===== src/rtl/execute_unit_pkg.sv =====
// Shared encodings for the execute stage: operand selects, ALU functions,
// branch types, M-extension ops and the MDU state machine.
package execute_unit_pkg;

  typedef enum logic [1:0] {
    A_SEL_VALA = 2'd0,
    A_SEL_PC   = 2'd1,
    A_SEL_ZERO = 2'd2
  } a_sel_e;

  typedef enum logic [1:0] {
    B_SEL_VALB = 2'd0,
    B_SEL_IMM  = 2'd1,
    B_SEL_FOUR = 2'd2
  } b_sel_e;

  typedef enum logic [3:0] {
    ALU_ADD   = 4'd0,
    ALU_SUB   = 4'd1,
    ALU_SLL   = 4'd2,
    ALU_SLT   = 4'd3,
    ALU_SLTU  = 4'd4,
    ALU_XOR   = 4'd5,
    ALU_SRL   = 4'd6,
    ALU_SRA   = 4'd7,
    ALU_OR    = 4'd8,
    ALU_AND   = 4'd9,
    ALU_PASSB = 4'd10
  } alu_func_e;

  typedef enum logic [2:0] {
    BR_NONE = 3'd0,
    BR_BEQ  = 3'd1,
    BR_BNE  = 3'd2,
    BR_BLT  = 3'd3,
    BR_BGE  = 3'd4,
    BR_BLTU = 3'd5,
    BR_BGEU = 3'd6
  } br_type_e;

  typedef enum logic [2:0] {
    MDU_MUL    = 3'd0,
    MDU_MULH   = 3'd1,
    MDU_MULHSU = 3'd2,
    MDU_MULHU  = 3'd3,
    MDU_DIV    = 3'd4,
    MDU_DIVU   = 3'd5,
    MDU_REM    = 3'd6,
    MDU_REMU   = 3'd7
  } mdu_op_e;

  typedef enum logic [1:0] {
    MDU_IDLE = 2'd0,
    MDU_CALC = 2'd1,
    MDU_DONE = 2'd2
  } mdu_state_e;

  function automatic logic [31:0] neg32(input logic [31:0] v);
    return ~v + 32'd1;
  endfunction

endpackage


===== src/rtl/execute_unit_if.sv =====
// Decode->execute bundle plus execute results; master is the pipeline/ctrl
// side, slave is the execute stage.
interface execute_unit_if;
  logic        ctrl_i_exe_flush;
  logic [31:0] regE_i_valA;
  logic [31:0] regE_i_valB;
  logic [31:0] regE_i_imm;
  logic [31:0] regE_i_pc;
  logic [1:0]  regE_i_alu_valA_sel;
  logic [1:0]  regE_i_alu_valB_sel;
  logic [3:0]  regE_i_alu_func_sel;
  logic [2:0]  regE_i_br_type;
  logic        regE_i_need_jump;
  logic        regE_i_is_jalr;
  logic        regE_i_mdu_en;
  logic [2:0]  regE_i_mdu_op;
  logic [31:0] execute_o_valE;
  logic        execute_o_jump_taken;
  logic [31:0] execute_o_jump_target;
  logic        execute_o_busy;

  modport master (
    output ctrl_i_exe_flush, regE_i_valA, regE_i_valB, regE_i_imm, regE_i_pc,
           regE_i_alu_valA_sel, regE_i_alu_valB_sel, regE_i_alu_func_sel,
           regE_i_br_type, regE_i_need_jump, regE_i_is_jalr,
           regE_i_mdu_en, regE_i_mdu_op,
    input  execute_o_valE, execute_o_jump_taken, execute_o_jump_target,
           execute_o_busy
  );

  modport slave (
    input  ctrl_i_exe_flush, regE_i_valA, regE_i_valB, regE_i_imm, regE_i_pc,
           regE_i_alu_valA_sel, regE_i_alu_valB_sel, regE_i_alu_func_sel,
           regE_i_br_type, regE_i_need_jump, regE_i_is_jalr,
           regE_i_mdu_en, regE_i_mdu_op,
    output execute_o_valE, execute_o_jump_taken, execute_o_jump_target,
           execute_o_busy
  );
endinterface


===== src/rtl/execute_unit_mdu.sv =====
// Iterative RV32M unit (built under EXE_MULDIV_EN): 34 cycles per op, 2 for
// div-by-zero/overflow; busy holds the pipeline until DONE, flush aborts.
module execute_unit_mdu
  import execute_unit_pkg::*;
(
  input  logic        clk,
  input  logic        rst,
  input  logic        flush_i,
  input  logic        en_i,
  input  logic [2:0]  op_i,
  input  logic [31:0] a_i,
  input  logic [31:0] b_i,
  output logic        busy_o,
  output logic        done_o,
  output logic [31:0] result_o
);

  mdu_state_e  state_q, state_d;
  logic [4:0]  cnt_q, cnt_d;
  logic [31:0] hi_q, hi_d, lo_q, lo_d, opb_q, opb_d, result_q, result_d;
  logic [2:0]  op_q, op_d;
  logic        neg_q, neg_d, rneg_q, rneg_d;

  logic        a_signed, b_signed, a_neg, b_neg, is_div, is_rem, div_zero, div_ovf;
  logic [31:0] a_mag, b_mag;

  always_comb begin
    a_signed = (op_i == MDU_MUL) || (op_i == MDU_MULH) || (op_i == MDU_MULHSU) ||
               (op_i == MDU_DIV) || (op_i == MDU_REM);
    b_signed = (op_i == MDU_MUL) || (op_i == MDU_MULH) ||
               (op_i == MDU_DIV) || (op_i == MDU_REM);
    a_neg    = a_signed & a_i[31];
    b_neg    = b_signed & b_i[31];
    a_mag    = a_neg ? neg32(a_i) : a_i;
    b_mag    = b_neg ? neg32(b_i) : b_i;
    is_div   = op_i[2];
    is_rem   = op_i[2] & op_i[1];
    div_zero = is_div && (b_i == 32'd0);
    div_ovf  = is_div && !op_i[0] && (a_i == 32'h8000_0000) && (b_i == 32'hFFFF_FFFF);
  end

  // hi/lo is {product_hi, multiplier} for multiply, {remainder, quotient} for divide
  logic [32:0] mul_sum, div_shift;
  logic        div_ge;
  logic [31:0] step_hi, step_lo, quo_fix, rem_fix, fixed;
  logic [63:0] prod_mag, prod_fix;

  always_comb begin
    mul_sum   = {1'b0, hi_q} + (lo_q[0] ? {1'b0, opb_q} : 33'd0);
    div_shift = {hi_q, lo_q[31]};
    div_ge    = div_shift >= {1'b0, opb_q};
    if (op_q[2]) begin
      step_hi = div_ge ? (div_shift[31:0] - opb_q) : div_shift[31:0];
      step_lo = {lo_q[30:0], div_ge};
    end else begin
      step_hi = mul_sum[32:1];
      step_lo = {mul_sum[0], lo_q[31:1]};
    end
    prod_mag = {step_hi, step_lo};
    prod_fix = neg_q ? (~prod_mag + 64'd1) : prod_mag;
    quo_fix  = neg_q ? neg32(step_lo) : step_lo;
    rem_fix  = rneg_q ? neg32(step_hi) : step_hi;
    case (op_q)
      MDU_MUL:                         fixed = prod_fix[31:0];
      MDU_MULH, MDU_MULHSU, MDU_MULHU: fixed = prod_fix[63:32];
      MDU_DIV, MDU_DIVU:               fixed = quo_fix;
      default:                         fixed = rem_fix;
    endcase
  end

  always_comb begin
    state_d  = state_q;
    cnt_d    = cnt_q;
    hi_d     = hi_q;
    lo_d     = lo_q;
    opb_d    = opb_q;
    op_d     = op_q;
    neg_d    = neg_q;
    rneg_d   = rneg_q;
    result_d = result_q;
    case (state_q)
      MDU_IDLE: begin
        if (en_i) begin
          op_d   = op_i;
          cnt_d  = 5'd0;
          hi_d   = 32'd0;
          lo_d   = a_mag;
          opb_d  = b_mag;
          neg_d  = a_neg ^ b_neg;
          rneg_d = a_neg;
          if (div_zero) begin
            result_d = is_rem ? a_i : 32'hFFFF_FFFF;
            state_d  = MDU_DONE;
          end else if (div_ovf) begin
            result_d = is_rem ? 32'd0 : 32'h8000_0000;
            state_d  = MDU_DONE;
          end else begin
            state_d = MDU_CALC;
          end
        end
      end
      MDU_CALC: begin
        hi_d  = step_hi;
        lo_d  = step_lo;
        cnt_d = cnt_q + 5'd1;
        if (cnt_q == 5'd31) begin
          result_d = fixed;
          state_d  = MDU_DONE;
        end
      end
      default: state_d = MDU_IDLE;
    endcase
    if (flush_i) state_d = MDU_IDLE;
  end

  always_ff @(posedge clk) begin
    if (rst) begin
      state_q  <= MDU_IDLE;
      cnt_q    <= 5'd0;
      hi_q     <= 32'd0;
      lo_q     <= 32'd0;
      opb_q    <= 32'd0;
      op_q     <= 3'd0;
      neg_q    <= 1'b0;
      rneg_q   <= 1'b0;
      result_q <= 32'd0;
    end else begin
      state_q  <= state_d;
      cnt_q    <= cnt_d;
      hi_q     <= hi_d;
      lo_q     <= lo_d;
      opb_q    <= opb_d;
      op_q     <= op_d;
      neg_q    <= neg_d;
      rneg_q   <= rneg_d;
      result_q <= result_d;
    end
  end

  // low in the flush cycle so ctrl's bubble wins over the stall
  assign busy_o   = en_i & (state_q != MDU_DONE) & ~flush_i;
  assign done_o   = (state_q == MDU_DONE);
  assign result_o = result_q;

endmodule


===== src/rtl/execute_unit.sv =====
// Execute stage: combinational ALU/branch (0 cycles); with EXE_MULDIV_EN an
// iterative MDU raises busy to stall regE while it computes.
module execute_unit
  import execute_unit_pkg::*;
#(
  parameter int XLEN = 32
)
(
  input  logic          clk,
  input  logic          rst,
  execute_unit_if.slave exe
);

  logic [XLEN-1:0] op_a, op_b, alu_res, jalr_sum;
  logic [4:0]      shamt;
  logic            br_eq, br_lt, br_ltu, br_take;

  always_comb begin
    case (exe.regE_i_alu_valA_sel)
      A_SEL_PC:   op_a = exe.regE_i_pc;
      A_SEL_ZERO: op_a = '0;
      default:    op_a = exe.regE_i_valA;
    endcase
    case (exe.regE_i_alu_valB_sel)
      B_SEL_IMM:  op_b = exe.regE_i_imm;
      B_SEL_FOUR: op_b = XLEN'(4);
      default:    op_b = exe.regE_i_valB;
    endcase
  end

  always_comb begin
    shamt = op_b[4:0];
    case (exe.regE_i_alu_func_sel)
      ALU_SUB:   alu_res = op_a - op_b;
      ALU_SLL:   alu_res = op_a << shamt;
      ALU_SLT:   alu_res = {{(XLEN-1){1'b0}}, $signed(op_a) < $signed(op_b)};
      ALU_SLTU:  alu_res = {{(XLEN-1){1'b0}}, op_a < op_b};
      ALU_XOR:   alu_res = op_a ^ op_b;
      ALU_SRL:   alu_res = op_a >> shamt;
      ALU_SRA:   alu_res = $signed(op_a) >>> shamt;
      ALU_OR:    alu_res = op_a | op_b;
      ALU_AND:   alu_res = op_a & op_b;
      ALU_PASSB: alu_res = op_b;
      default:   alu_res = op_a + op_b;
    endcase
  end

  // branches always compare the raw register operands, not the ALU selects
  always_comb begin
    br_eq  = exe.regE_i_valA == exe.regE_i_valB;
    br_lt  = $signed(exe.regE_i_valA) < $signed(exe.regE_i_valB);
    br_ltu = exe.regE_i_valA < exe.regE_i_valB;
    case (exe.regE_i_br_type)
      BR_BEQ:  br_take = br_eq;
      BR_BNE:  br_take = !br_eq;
      BR_BLT:  br_take = br_lt;
      BR_BGE:  br_take = !br_lt;
      BR_BLTU: br_take = br_ltu;
      BR_BGEU: br_take = !br_ltu;
      default: br_take = 1'b0;
    endcase
    jalr_sum = exe.regE_i_valA + exe.regE_i_imm;
  end

  assign exe.execute_o_jump_taken  = exe.regE_i_need_jump | br_take;
  assign exe.execute_o_jump_target = exe.regE_i_is_jalr ? {jalr_sum[XLEN-1:1], 1'b0}
                                                        : exe.regE_i_pc + exe.regE_i_imm;

`ifdef EXE_MULDIV_EN
  logic            mdu_busy, mdu_done;
  logic [XLEN-1:0] mdu_result;

  execute_unit_mdu u_exe_mdu (
    .clk      (clk),
    .rst      (rst),
    .flush_i  (exe.ctrl_i_exe_flush),
    .en_i     (exe.regE_i_mdu_en),
    .op_i     (exe.regE_i_mdu_op),
    .a_i      (exe.regE_i_valA),
    .b_i      (exe.regE_i_valB),
    .busy_o   (mdu_busy),
    .done_o   (mdu_done),
    .result_o (mdu_result)
  );

  assign exe.execute_o_busy = mdu_busy;
  assign exe.execute_o_valE = mdu_done ? mdu_result : alu_res;
`else
  logic unused_mdu;
  assign unused_mdu = ^{clk, rst, exe.ctrl_i_exe_flush, exe.regE_i_mdu_en, exe.regE_i_mdu_op};

  assign exe.execute_o_busy = 1'b0;
  assign exe.execute_o_valE = alu_res;
`endif

endmodule

===== src/flat_wrapper.sv =====
// flat-port wrapper written by rule: the top's interface ports become plain ports
module execute_unit_flat import execute_unit_pkg::*;
#(
  parameter int XLEN = 32
)
  (clk, rst, exe_ctrl_i_exe_flush, exe_regE_i_valA, exe_regE_i_valB, exe_regE_i_imm, exe_regE_i_pc, exe_regE_i_alu_valA_sel, exe_regE_i_alu_valB_sel, exe_regE_i_alu_func_sel, exe_regE_i_br_type, exe_regE_i_need_jump, exe_regE_i_is_jalr, exe_regE_i_mdu_en, exe_regE_i_mdu_op, exe_execute_o_valE, exe_execute_o_jump_taken, exe_execute_o_jump_target, exe_execute_o_busy);
  execute_unit_if exe_i ();
  input  logic clk;
  input  logic rst;
  input wire logic [$bits(exe_i.ctrl_i_exe_flush)-1:0] exe_ctrl_i_exe_flush;
  input wire logic [$bits(exe_i.regE_i_valA)-1:0] exe_regE_i_valA;
  input wire logic [$bits(exe_i.regE_i_valB)-1:0] exe_regE_i_valB;
  input wire logic [$bits(exe_i.regE_i_imm)-1:0] exe_regE_i_imm;
  input wire logic [$bits(exe_i.regE_i_pc)-1:0] exe_regE_i_pc;
  input wire logic [$bits(exe_i.regE_i_alu_valA_sel)-1:0] exe_regE_i_alu_valA_sel;
  input wire logic [$bits(exe_i.regE_i_alu_valB_sel)-1:0] exe_regE_i_alu_valB_sel;
  input wire logic [$bits(exe_i.regE_i_alu_func_sel)-1:0] exe_regE_i_alu_func_sel;
  input wire logic [$bits(exe_i.regE_i_br_type)-1:0] exe_regE_i_br_type;
  input wire logic [$bits(exe_i.regE_i_need_jump)-1:0] exe_regE_i_need_jump;
  input wire logic [$bits(exe_i.regE_i_is_jalr)-1:0] exe_regE_i_is_jalr;
  input wire logic [$bits(exe_i.regE_i_mdu_en)-1:0] exe_regE_i_mdu_en;
  input wire logic [$bits(exe_i.regE_i_mdu_op)-1:0] exe_regE_i_mdu_op;
  output wire logic [$bits(exe_i.execute_o_valE)-1:0] exe_execute_o_valE;
  output wire logic [$bits(exe_i.execute_o_jump_taken)-1:0] exe_execute_o_jump_taken;
  output wire logic [$bits(exe_i.execute_o_jump_target)-1:0] exe_execute_o_jump_target;
  output wire logic [$bits(exe_i.execute_o_busy)-1:0] exe_execute_o_busy;
  assign exe_i.ctrl_i_exe_flush = exe_ctrl_i_exe_flush;
  assign exe_i.regE_i_valA = exe_regE_i_valA;
  assign exe_i.regE_i_valB = exe_regE_i_valB;
  assign exe_i.regE_i_imm = exe_regE_i_imm;
  assign exe_i.regE_i_pc = exe_regE_i_pc;
  assign exe_i.regE_i_alu_valA_sel = exe_regE_i_alu_valA_sel;
  assign exe_i.regE_i_alu_valB_sel = exe_regE_i_alu_valB_sel;
  assign exe_i.regE_i_alu_func_sel = exe_regE_i_alu_func_sel;
  assign exe_i.regE_i_br_type = exe_regE_i_br_type;
  assign exe_i.regE_i_need_jump = exe_regE_i_need_jump;
  assign exe_i.regE_i_is_jalr = exe_regE_i_is_jalr;
  assign exe_i.regE_i_mdu_en = exe_regE_i_mdu_en;
  assign exe_i.regE_i_mdu_op = exe_regE_i_mdu_op;
  assign exe_execute_o_valE = exe_i.execute_o_valE;
  assign exe_execute_o_jump_taken = exe_i.execute_o_jump_taken;
  assign exe_execute_o_jump_target = exe_i.execute_o_jump_target;
  assign exe_execute_o_busy = exe_i.execute_o_busy;
  execute_unit #(.XLEN(XLEN)) u_core (.clk(clk), .rst(rst), .exe(exe_i));
endmodule

===== config.mk =====
export PLATFORM = sky130hd
export DESIGN_NAME = execute_unit_flat
export DESIGN_NICKNAME = d
export VERILOG_FILES = /design/src/rtl/execute_unit_pkg.sv /design/src/rtl/execute_unit_if.sv /design/src/rtl/execute_unit_mdu.sv /design/src/rtl/execute_unit.sv /design/src/flat_wrapper.sv
export SDC_FILE = /design/constraint.sdc
export NUM_CORES = 1
export LEC_CHECK = 0
export ABC_CLOCK_PERIOD_IN_PS = 4900
export BUFFER_PORTS_ARGS = -buffer_cell sky130_fd_sc_hd__buf_2
export CAP_MARGIN = 20
export CORE_UTILIZATION = 30
export DETAILED_ROUTE_END_ITERATION = 6
export PLACE_DENSITY = 0.55
export SYNTH_ARGS = -nofsm -noshare
export SYNTH_HDL_FRONTEND = slang
export SYNTH_SLANG_ARGS = --single-unit

===== constraint.sdc =====
create_clock -name vclk -period 4.9
set_input_delay 0.49 -clock vclk [all_inputs]
set_output_delay 0.49 -clock vclk [all_outputs]
set_load 0.1 [all_outputs]

### After elaboration in Yosys (flattened, before gate mapping)

Cells that the tools add are included.

* bits in registers: 0
* output and inout port bits: 66

* add/sub/neg operators: 4
* bitwise logic cells: 4
* reduce and logical (&&, ||, !) cells: 3
* mux-type cells: 5
* equal/unequal tests: 21
* magnitude comparators: 4
* shift operators: 3

Operators by type and width (count)
* $pmux W32 S10: 1
* $lt A32 B32 Y1: 4
* $pmux W32 S2: 2
* $add A32 B32 Y32: 3
* $and A32 B32 Y32: 1
* $eq A32 B32 Y1: 1
* $mux W32: 1
* $or A32 B32 Y32: 1
* $shl A32 B5 Y32: 1
* $shr A32 B5 Y32: 1
* $sshr A32 B5 Y32: 1
* $sub A32 B32 Y32: 1
* $xor A32 B32 Y32: 1
* $eq A4 B3 Y1 const B: 4
* $eq A4 B4 Y1 const B: 3
* $eq A3 B3 Y1 const B: 3
* $eq A4 B2 Y1 const B: 2
* $eq A3 B2 Y1 const B: 2
* $pmux W1 S6: 1
* $eq A2 B1 Y1 const B: 2
* $eq A2 B2 Y1 const B: 2
* $eq A4 B1 Y1 const B: 1
* $eq A3 B1 Y1 const B: 1
* $logic_not A1 Y1: 3
* $or A1 B1 Y1: 1

### Logic depth before layout (Yosys ltp)

* depth in word-level cells: 4
* gate-level depth with buffers: 21

### Worst setup path before layout

No wires, ideal clock.

* kind: input-to-output
* start point: input exe_regE_i_alu_valB_sel[0]
* end point: output exe_execute_o_valE[28]
* data required time: 4410 ps
* stages on the path: 19
* arrival time: 6687 ps
* path buffers: 5
* slack: -2277 ps
* path through: inv_1 ha_1 buf_2 buf_2 o21a_1 buf_1 buf_1 clkbuf_1 ha_1 o21a_1 o31ai_4 a211oi_2 a311oi_4 nor4b_1 nor3_2 o21ai_1 a221o_1 o2111a_1 o32ai_1

* cells in the longest elaborated chain, start to end: 4

Ends and longest elaborated chain
* start, declared: RTL line flat_wrapper.sv:16 `input wire logic [$bits(exe_i.regE_i_alu_valB_sel)-1:0] exe_regE_i_alu_valB_sel;`
* $eq A2 B2 Y1 / $eq A2 B1 Y1 (equally long branches): RTL line execute_unit.sv:24 `case (exe.regE_i_alu_valB_sel)`
* $pmux W32 S2 (*): RTL line execute_unit.sv:24
* $add A32 B32 Y32, or another cell as far along: RTL line execute_unit.sv:44 `default: alu_res = op_a + op_b;`
* $pmux W32 S10 (*): RTL line execute_unit.sv:33 `case (exe.regE_i_alu_func_sel)`
* end, declared: RTL line flat_wrapper.sv:23 `output wire logic [$bits(exe_i.execute_o_valE)-1:0] exe_execute_o_valE;`

Mark *: on every way between the ends. The rest lies on a longest branch, timed or not.

### Worst setup path after layout

* start point: input exe_regE_i_alu_valA_sel[1]
* end point: output exe_execute_o_valE[29]

* cells in the longest elaborated chain, start to end: 4

Ends and longest elaborated chain
* start, declared: RTL line flat_wrapper.sv:15 `input wire logic [$bits(exe_i.regE_i_alu_valA_sel)-1:0] exe_regE_i_alu_valA_sel;`
* $eq A2 B2 Y1 / $eq A2 B1 Y1 (equally long branches): RTL line execute_unit.sv:19 `case (exe.regE_i_alu_valA_sel)`
* $pmux W32 S2 (*): RTL line execute_unit.sv:19
* $add A32 B32 Y32, or another cell as far along: RTL line execute_unit.sv:44
* $pmux W32 S10 (*): RTL line execute_unit.sv:33

Marked as above.

==> flow_summary.rst <==
.. list-table::
   :header-rows: 1

   * - Metric
     - Value
   * - Cell with the largest stage delay on the worst path
     - sky130_fd_sc_hd__a311o_2
   * - IO Count
     - approximately 210
   * - Yosys Warn Count
     - 0
   * - Met1 track demand over resource in global routing
     - roughly two fifths
   * - Endpoint arrival time on the critical path
     - 4370 ps
   * - Number of antenna repair diodes
     - 0
   * - Shortest period the worst path allows
     - approximately 4900 ps
   * - Cell Area, Placed
     - about 0.018 sq mm
   * - Estimated wirelength of the detail-placed design
     - roughly 60000 microns
   * - Worst Hold Margin
     - approximately 1400 ps
   * - Final instance count without filler cells
     - about 3100
   * - Most common library cell in the layout ignoring fill and taps
     - sky130_fd_sc_hd__buf_4
   * - Worst path bufs/invs
     - 7
   * - Cell type group with the largest total delay on the critical path
     - compound AO/OA/AOI/OAI gates
   * - Total die area
     - about 0.048 sq mm
   * - Hold Crit Class
     - primary input to output port
   * - Final layout net count
     - 2864
   * - Synth-to-layout area growth
     - 32.80%
   * - Worst setup path category
     - primary input to output port
   * - Sequential fraction of design power
     - 0%
   * - Max-capacitance violation count
     - 0
   * - Switching share of power
     - 64.65%
   * - Initial antenna violation count
     - 1
   * - All-Layer GR Usage
     - 28.35%
   * - Required time worst endpoint
     - 4410 ps
   * - Placer congestion estimate
     - about 1.0
   * - Placement-stage worst setup slack
     - -253.9 ps
   * - Final cycle utilization of the critical path
     - ~99%
   * - Timing-limited maximum frequency
     - a little over 0.2 GHz
   * - Cell type with the largest total area after synthesis
     - sky130_fd_sc_hd__ha_1
   * - Setup ws final
     - between 30 and 40 ps
   * - Final number of setup-violating endpoints
     - 0
   * - Part of the total power dissipated in the clock network
     - 0%
   * - Top-area cell type share of the netlist area
     - between 15 and 20%
   * - GR peak layer
     - met2
   * - Fraction of layout instances using a drive strength above 1
     - roughly a quarter
   * - Placed cell count
     - between 3000 and 4000
   * - Number of search-and-repair iterations in the first detailed-routing pass
     - 6
   * - Buffers on Ports
     - 206
   * - Critical path endpoint category
     - output port
   * - Post-synth net total
     - 2500
   * - Fillers
     - roughly 4900
   * - Total Wirelength
     - between 70000 and 80000 microns
   * - Total power density per cell area
     - about 250 mW/mm^2
   * - Slew at the pin closest to its max-slew limit
     - 727.7 ps
   * - Initial core utilization
     - 30.66%
   * - Comb pwr share
     - between 90% and 100%
   * - DR vias
     - 18563
   * - Max incr delay on CP
     - approximately 360 ps
   * - Global routing usage on met2
     - a little under half
   * - Remaining Overflow, GRT
     - 0
   * - Ordered list of cells on the worst path
     - buf_2, inv_2, ha_4, buf_12, nor2b_4, buf_4, buf_4, a22o_4, ha_4, a21o_1, a21o_1, a21o_1, a31o_1, or3_1, a31oi_1, buf_4, o31ai_2, a31oi_1, o311ai_1, a311o_2, buf_12
   * - Number of failing hold endpoints at the final stage
     - 0
   * - DRC marker count from the first detailed-route iteration
     - ~1600
   * - CP Launch Type
     - primary input
   * - Total standard cell area after synthesis
     - about 0.014 sq mm
   * - Cell internal power dissipation
     - roughly 0.0016 W
   * - Multi-input gate area
     - 0.01352 sq mm
   * - Routed via count divided by cell count
     - about 6.0
   * - Tightest slew margin relative to the limit
     - approximately half
   * - Run status
     - finished clean
   * - Detailed-route wire length per cell
     - 22.65 microns
   * - Number of sequential cells
     - 0
   * - Flip-flop and latch area
     - 0 sq um
   * - Synth area leaders
     - sky130_fd_sc_hd__ha_1, sky130_fd_sc_hd__a21oi_1, sky130_fd_sc_hd__mux2i_1, sky130_fd_sc_hd__nand2_1, sky130_fd_sc_hd__nor2_1
   * - Clock buffer cells
     - 0
   * - Pin count of the biggest net entering global routing
     - between 50 and 60
   * - Switching power summed over all nets
     - 0.002954 W
   * - Unrepaired setup endpoints after global routing
     - true
   * - Share of the yosys chip area belonging to registers
     - 0%
   * - First-pass GRT wire length
     - 104900 microns
   * - Row count
     - between 70 and 80
   * - Post-route ant nets
     - 0
   * - Leakage power
     - roughly 8.6 nW
   * - Leading cell types in the layout, fill and taps excluded
     - sky130_fd_sc_hd__buf_4, sky130_fd_sc_hd__nand2_1, sky130_fd_sc_hd__nor2_1
   * - Horiz. Die Dim
     - approximately 220 microns
   * - DRC viols
     - 0
   * - Core Box Area
     - ~0.046 sq mm
   * - Avg Cell Area, Syn
     - around 6.5 sq um
   * - Final slew viol count
     - 0
   * - Overall die height
     - approximately 220 microns
   * - Final instance area
     - roughly 0.019 sq mm
   * - GRT met3 Usage
     - about 2.8%
   * - Maximum fanout along the worst path
     - 10
   * - Synth cell types
     - 94
   * - Largest vdd supply drop
     - about 0.24 mV
   * - Via count of the first global-routing pass
     - roughly 18000
   * - Count of mapped cells out of synthesis
     - between 2000 and 2500
   * - Post-route total power
     - between 0.004 and 0.005 W
-- layout make-up --
class / count / share of cell area (%)
inverters: 155 / 3.169
well taps: 600 / 4.037
repair buffers: 499 / 20.11
multi-input cells: 1863 / 72.69
-- routing by layer --
layer	up-vias	wire length, microns
met4	2	2592
li1	8751	-
met1	8782	31130
met5	-	13
met3	112	5486
met2	916	31370
-- path summary, 6_finish.rpt --
path / start / end / slack [ps] / cells past startpoint
max: exe_regE_i_alu_valA_sel[1] / exe_execute_o_valE[29] / 40 / 21
min: exe_regE_i_imm[31] / exe_execute_o_jump_target[31] / 1440 / 3
-- cell usage after synthesis, types with 14 or more instances --
| library cell | n |
|---|---|
| sky130_fd_sc_hd__nand2_1 | 227 |
| sky130_fd_sc_hd__a21oi_1 | 201 |
| sky130_fd_sc_hd__nor2_1 | 197 |
| sky130_fd_sc_hd__ha_1 | 193 |
| sky130_fd_sc_hd__inv_1 | 147 |
| sky130_fd_sc_hd__o21ai_0 | 133 |
| sky130_fd_sc_hd__mux2i_1 | 94 |
| sky130_fd_sc_hd__clkbuf_1 | 85 |
| sky130_fd_sc_hd__a21o_1 | 53 |
| sky130_fd_sc_hd__nor3_1 | 53 |
| sky130_fd_sc_hd__a211oi_1 | 44 |
| sky130_fd_sc_hd__o211ai_1 | 42 |
| sky130_fd_sc_hd__nand3_1 | 37 |
| sky130_fd_sc_hd__xnor2_1 | 35 |
| sky130_fd_sc_hd__o21ai_1 | 34 |
| sky130_fd_sc_hd__o221ai_1 | 32 |
| sky130_fd_sc_hd__nand2b_1 | 29 |
| sky130_fd_sc_hd__a221oi_1 | 27 |
| sky130_fd_sc_hd__a22o_1 | 27 |
| sky130_fd_sc_hd__buf_2 | 26 |
| sky130_fd_sc_hd__o21a_1 | 26 |
| sky130_fd_sc_hd__a31oi_1 | 24 |
| sky130_fd_sc_hd__xor2_1 | 24 |
| sky130_fd_sc_hd__buf_1 | 22 |
| sky130_fd_sc_hd__nor2b_1 | 20 |
| sky130_fd_sc_hd__o21bai_1 | 20 |
| sky130_fd_sc_hd__mux2_2 | 19 |
| sky130_fd_sc_hd__a22oi_1 | 18 |
| sky130_fd_sc_hd__o22ai_1 | 17 |
| sky130_fd_sc_hd__and3_1 | 16 |
| sky130_fd_sc_hd__or3_1 | 16 |
| sky130_fd_sc_hd__nand4_1 | 14 |
-- worst min-delay path, cell delays in order --
cell and delay, ps:
sky130_fd_sc_hd__buf_2 110, sky130_fd_sc_hd__xnor2_1 60, sky130_fd_sc_hd__buf_2 280
-- logic make-up (layout without fill, tap and decap cells) --
logic type | count (synthesis) | in the layout | synth area share [%]
AND/OR/NAND/NOR | 674 | 674 | 22.18
AO/OA/AOI/OAI | 814 | 814 | 39.12
multiplexers | 118 | 118 | 8.970
adder cells (fa/ha/maj) | 197 | 197 | 17.81
other | 1 | 1 | 0.02678
XOR/XNOR | 59 | 59 | 3.690
buffers and inverters | 292 | 654 | 8.193
-- what timing repair did --
action,in CTS,in global routing
setup endpoints to repair,12,19
resized for setup,27,41
gates cloned,1,0
buffers inserted,6,4
pin swaps,15,14
hold buffers,0,0
-- metrics by stage --
step                      util, %  setup TNS (ps)
after detailed placement    39.92           -1507
final                       40.72               0
after floorplan                 -           -1004
after global placement      39.92           -1190
after CTS                   40.22               0
after global routing        40.72          -198.2
-- power by group through the flow --
stage	Clock [W]	Combinational, W	Sequential [W]
global placement	0	0.00438	0
global route	0	0.00482	0
finish	0	0.00457	0
floorplan	0	0.00290	0
detailed placement	0	0.00440	0
CTS	0	0.00445	0
Note: power is estimated with default switching activity, not from simulation.
